<file path="config.mk">
export PLATFORM = sky130hd
export DESIGN_NAME = i2s_rx
export DESIGN_NICKNAME = d
export VERILOG_FILES = /design/src/rtl/i2s_rx.sv
export SDC_FILE = /design/constraint.sdc
export NUM_CORES = 1
export LEC_CHECK = 0
export CORE_UTILIZATION = 35
export DETAILED_ROUTE_END_ITERATION = 12
export PLACE_DENSITY = 0.65
export SETUP_SLACK_MARGIN = 0.15
export SLEW_MARGIN = 10
export SYNTH_ARGS = -nofsm -noshare
export SYNTH_HDL_FRONTEND = slang
export SYNTH_SLANG_ARGS = --single-unit
export TNS_END_PERCENT = 20
</file>
<file path="constraint.sdc">
create_clock -name clk -period 4 [get_ports clk]
set_clock_uncertainty 0.1 [all_clocks]
set_input_delay 0.8 -clock clk [delete_from_list [all_inputs] [get_ports clk]]
set_output_delay 0.8 -clock clk [all_outputs]
set_load 0.02 [all_outputs]
</file>
<file path="src/rtl/i2s_rx.sv">
// I2S receiver. The bit clock, word select and data pins are synchronised into
// the system clock domain, sampled on each sclk rising edge and assembled into
// signed left/right samples that are published as a pair. Slot length is
// checked at every word-select change; malformed slots raise frame_error and
// drop lock.
module i2s_rx #(
  parameter int SAMPLE_WIDTH = 16,
  parameter int SLOT_WIDTH   = 32
) (
  input  logic                           clk,
  input  logic                           reset,
  input  logic                           sclk,
  input  logic                           lrck,
  input  logic                           sdata,
  output logic signed [SAMPLE_WIDTH-1:0] left,
  output logic signed [SAMPLE_WIDTH-1:0] right,
  output logic                           sample_valid,
  output logic                           frame_error,
  output logic                           locked
);

  localparam logic [1:0] ST_HUNT  = 2'd0;
  localparam logic [1:0] ST_LEFT  = 2'd1;
  localparam logic [1:0] ST_RIGHT = 2'd2;

  localparam logic [5:0] SLOT_CNT = 6'(SLOT_WIDTH);
  localparam logic [5:0] SMP_CNT  = 6'(SAMPLE_WIDTH);

  // Bit counter increment that sticks at 63, so over-long slots never wrap
  // back to a value that would look well formed.
  function automatic logic [5:0] sat_inc(input logic [5:0] c);
    return (c == 6'd63) ? c : c + 6'd1;
  endfunction

  logic                           r_sclk_p0, r_sclk_p1, r_sclk_p2;
  logic                           r_lrck_p0, r_lrck_p1;
  logic                           r_sdata_p0, r_sdata_p1;
  logic                           r_lrck_prev;
  logic [5:0]                     r_cnt;
  logic signed [SAMPLE_WIDTH-1:0] r_shift;
  logic signed [SAMPLE_WIDTH-1:0] r_hold;
  logic                           r_left_ok;
  logic [1:0]                     r_state;
  logic                           r_vld_p2;
  logic                           r_err_p2;
  logic signed [SAMPLE_WIDTH-1:0] r_left_p2;
  logic signed [SAMPLE_WIDTH-1:0] r_right_p2;

  logic w_strobe;
  logic w_change;
  logic w_good;
  logic w_in_sample;

  assign w_strobe    = r_sclk_p1 & ~r_sclk_p2;
  assign w_change    = w_strobe & (r_lrck_p1 != r_lrck_prev);
  assign w_good      = (r_cnt == SLOT_CNT);
  assign w_in_sample = (r_cnt >= 6'd1) && (r_cnt <= SMP_CNT);

  // Stage p0/p1: two-flop synchronisers; p2: delayed sclk for rising-edge detect.
  always_ff @(posedge clk or posedge reset) begin
    if (reset) begin
      r_sclk_p0  <= 1'b0;
      r_sclk_p1  <= 1'b0;
      r_sclk_p2  <= 1'b0;
      r_lrck_p0  <= 1'b0;
      r_lrck_p1  <= 1'b0;
      r_sdata_p0 <= 1'b0;
      r_sdata_p1 <= 1'b0;
    end else begin
      r_sclk_p0  <= sclk;
      r_sclk_p1  <= r_sclk_p0;
      r_sclk_p2  <= r_sclk_p1;
      r_lrck_p0  <= lrck;
      r_lrck_p1  <= r_lrck_p0;
      r_sdata_p0 <= sdata;
      r_sdata_p1 <= r_sdata_p0;
    end
  end

  // Stage p2: per-bit slot tracking, slot-length check and pair assembly.
  always_ff @(posedge clk or posedge reset) begin
    if (reset) begin
      r_lrck_prev <= 1'b0;
      r_cnt       <= '0;
      r_shift     <= '0;
      r_hold      <= '0;
      r_left_ok   <= 1'b0;
      r_state     <= ST_HUNT;
      r_vld_p2    <= 1'b0;
      r_err_p2    <= 1'b0;
      r_left_p2   <= '0;
      r_right_p2  <= '0;
    end else begin
      r_vld_p2 <= 1'b0;
      r_err_p2 <= 1'b0;
      if (w_strobe) begin
        r_lrck_prev <= r_lrck_p1;
        if (w_change) begin
          // Slot bit 0 (the I2S delay bit): close the previous slot, data ignored.
          r_cnt   <= 6'd1;
          r_shift <= '0;
          case (r_state)
            ST_HUNT: begin
              // Only a falling word select gives a trustworthy frame start.
              if (!r_lrck_p1) begin
                r_state   <= ST_LEFT;
                r_left_ok <= 1'b0;
              end
            end
            ST_LEFT: begin
              r_state <= r_lrck_p1 ? ST_RIGHT : ST_LEFT;
              if (w_good) begin
                r_hold    <= r_shift;
                r_left_ok <= 1'b1;
              end else begin
                r_err_p2  <= 1'b1;
                r_left_ok <= 1'b0;
              end
            end
            ST_RIGHT: begin
              r_state   <= r_lrck_p1 ? ST_RIGHT : ST_LEFT;
              r_left_ok <= 1'b0;
              if (!w_good) begin
                r_err_p2 <= 1'b1;
              end else if (r_left_ok) begin
                r_vld_p2   <= 1'b1;
                r_left_p2  <= r_hold;
                r_right_p2 <= r_shift;
              end
            end
            default: r_state <= ST_HUNT;
          endcase
        end else begin
          r_cnt <= sat_inc(r_cnt);
          if (w_in_sample) begin
            r_shift <= {r_shift[SAMPLE_WIDTH-2:0], r_sdata_p1};
          end
        end
      end
    end
  end

  // Stage p3: registered outputs; samples hold between pairs, lock follows events.
  always_ff @(posedge clk or posedge reset) begin
    if (reset) begin
      left         <= '0;
      right        <= '0;
      sample_valid <= 1'b0;
      frame_error  <= 1'b0;
      locked       <= 1'b0;
    end else begin
      sample_valid <= r_vld_p2;
      frame_error  <= r_err_p2;
      if (r_vld_p2) begin
        left   <= r_left_p2;
        right  <= r_right_p2;
        locked <= 1'b1;
      end else if (r_err_p2) begin
        locked <= 1'b0;
      end
    end
  end

endmodule

</file>
==> reports/metrics.yaml <==
status:
  status: "completed"
yosys:
  synth-edff-count: 0
  ys_seq_area_share_pct: 62.22
  synthAdderAreaFrac_pct: 2.109
  synth_mux_area_share_pct: 25.07
  synth_nets: 330
  yosys.area_share.simple_pct: 5.695
  synth_flop_cell: "dfrtp_1"
  postSynthCellCount: 317
  synthesis.area_mm2: 0.004746
  synth.avg_cell_area_um2: 14.97
  ys_warn_count: 0
  synth-compound-area-share_pct: 1.318
  ys_top_cells_by_area: "dfrtp_1 62%, mux2_2 12%, mux2_4 9.2%, mux2i_1 3.8%, nand2_1 2.2%"
  synth_top_family_by_area: "multiplexers"
  synth_top_area_share_pct: 62.22
  yosysUniqueCellTypes: 34
  ys_async_sr_fraction_pct: 100.0
  synth-xor-area-share_pct: 0.5537
  synth_seq_cells: 118
  yosys.area.top_type: "dfrtp_1"
global_routing:
  overflow: 0
  grt_use_total_pct: 12.69
  grt_pass1_vias: 2720
  grt_pass1_wl_mm: 13.68
  grt_max_degree: 36
  antenna_found_initial: 0
routing:
  first_iter_violations: 100
  wire_per_inst_um: 14.13
  ant_nets: 0
  route.vias.total: 2558
  drc: 0
  drt_first_pass_iters: 4
  wl_mm: 7.841
  viasPerCell: 4.609
floorplan:
  core_mm2: 0.01324
  fp.dieH_um: 118.4
  rows: 42
  die-area_mm2: 0.01403
  die_x_um: 118.4
  ioPinCount: 40
  initial_core_util_pct: 35.84
timing:
  setup_viol: 0
  min_period_over_period_pct: 67.33
  layout_min_cycle_time_ns: 2.693
  tightest_slew_ns: 1.026
  drv_slew: 0
  tns_ns: 0
  fmax_mhz: 371.3
  maxSlewHeadroom_pct: 31.61
  rsz0062_at_grt: "false"
  final_hold_viol_count: 0
power:
  p_seq_share_pct: 43.8
  power_density_mw_per_mm2: 508.0
  comb_power_share_pct: 7.8
  power.net_switching_uw: 775.0
  leakage_nw: 2.957
  netSwitchingFraction_pct: 25.92
  ir_drop_mv: 0.2799
  clockPowerShare_pct: 48.4
  internal_power_mw: 2.215
setup_path:
  crit_fanout: 33
  reg2regPathDepth: 5
  r2r_setup_slack_ns: 1.31
  cp.arrival_ns: 2.88
  cp-end-kind: "register"
  r2r_start: "r_sclk_p1"
  start_kind: "register"
  cp.required_ns: 4.18
  worstReg2RegEnd: "r_right_p2[13]"
  path_class: "reg2reg"
clocking:
  cts_root_buf: "clkbuf_16"
  cts_resized: 0
  numClockSinks: 118
  post-cts-setup-buffer-count: 0
  clk_pin_slew_worst_paths_ns: 0.06
  cts_tree: "built"
  insertion_delay_ns: 0.41
  clock_path_buffers: 2
  cts-htree-levels: 4
  cts_hold_buffers: 0
  numCtsBuffers: 17
placed_design:
  place_congestion: 0.8591
  io_buffers: 39
  hpwl_mm: 5.182
  placed_area_mm2: 0.005313
finish:
  diodes: 0
  final_cell_mix: "118 x dfrtp_1, 51 x mux2_2, 39 x clkdlybuf4s50_1"
  final_common_cell: "dfrtp_1"
  fin_nets: 379
  nFillCells: 1194
  area_growth_pct: 24.04
  drive_above_1_share_pct: 32.19
  finalCoreUtilization_pct: 44.45
  final_area_mm2: 0.005887
min_path:
  min_delay_path_depth: 0
  min_to: "r_lrck_p1"
  min_from: "r_lrck_p0"
  worst_hold_path_type: "reg2reg"
run:
  maxCapViolCount: 0
==> cells in the mapped netlist (2+ instances only) <==
cell,number
dfrtp_1,118
mux2_2,51
mux2_4,29
nand2_1,28
mux2i_1,18
inv_1,10
ha_1,8
clkbuf_1,7
nor2_1,6
buf_6,4
and3_1,3
buf_2,3
nand4_1,3
nor2b_1,3
nor3_1,3
and2_1,2
nand3_1,2
nor2_2,2
xor2_1,2
==> per-stage QoR <==
step                cells  power [mW]  hold slack [ns]  setup WS, ns
floorplan             317       1.500           0.2312         1.659
CTS                   555       3.020           0.2496         1.296
detailed placement    523       1.563           0.2364         1.305
global route          555       3.126           0.2578         1.169
finish                555       2.991           0.2496         1.307
global placement      523       1.546           0.2326         1.396
==> final cells by class <==
cell class | instances | area [um2] | share of cell area (%)
Multi-Input combinational cell | 174 | 1650 | 28.03
Clock buffer | 17 | 425.4 | 7.226
Tap cell | 176 | 220.2 | 3.741
Sequential cell | 118 | 2953 | 50.16
Timing Repair Buffer | 45 | 447.9 | 7.609
Clock inverter | 15 | 148.9 | 2.529
Inverter | 10 | 41.29 | 0.7014
==> how the worst max path moves through the flow <==
stage                    from              to  slack, ns  cells past startpoint
finish              r_sclk_p1  r_right_p2[13]       1.31                      5
global route        r_sclk_p1  r_right_p2[13]       1.17                      5
CTS                 r_sclk_p1  r_right_p2[13]       1.30                      5
detailed placement  r_sclk_p1    r_left_p2[9]       1.30                      5
global placement    r_sclk_p1   r_left_p2[10]       1.40                      5
floorplan               reset     frame_error       1.66                      1
==> cell families after synthesis <==
kind of cell / count (synthesis)
buffers and inverters: 25
DFF: 118
muxes: 98
adders and majority gates: 8
xor gates and xnor gates: 3
and+or+nand+nor: 57
AOI/OAI and AO/OA: 8
==> worst max-delay path, stage by stage (launching register included) <==
cell and delay, ns:
dfrtp_1 0.35, nor2b_1 0.44, nand2_1 0.12, buf_4 0.23, or3_2 0.87, mux2_4 0.45
==> flip-flops by register name, summed over array words and instances (netlist names), 2 cells and up <==
name and count:
left 16, r_hold 16, r_left_p2 16, r_right_p2 16, r_shift 16, right 16, r_cnt 6, r_state 2
==> layer usage <==
metal  part of all wire, %  up-vias  GRT usage, %  wire [um]
met5                     0        -             0          0
met4                   1.3        0         4.826        102
met3                   4.0        8         4.923        317
met2                    48       46         19.38       3793
met1                    46     1308         16.25       3627
li1                      -     1196             -          -
==> power groups by stage <==
stage	logic (mW)	clock network, mW	registers, mW
2_1_floorplan	0.188	0	1.31
3_3_place_gp	0.219	0	1.33
3_5_place_dp	0.235	0	1.33
4_1_cts	0.236	1.48	1.31
5_1_grt	0.268	1.54	1.32
6_report	0.233	1.45	1.31
No activity file was read; power rests on OpenSTA's default activity.
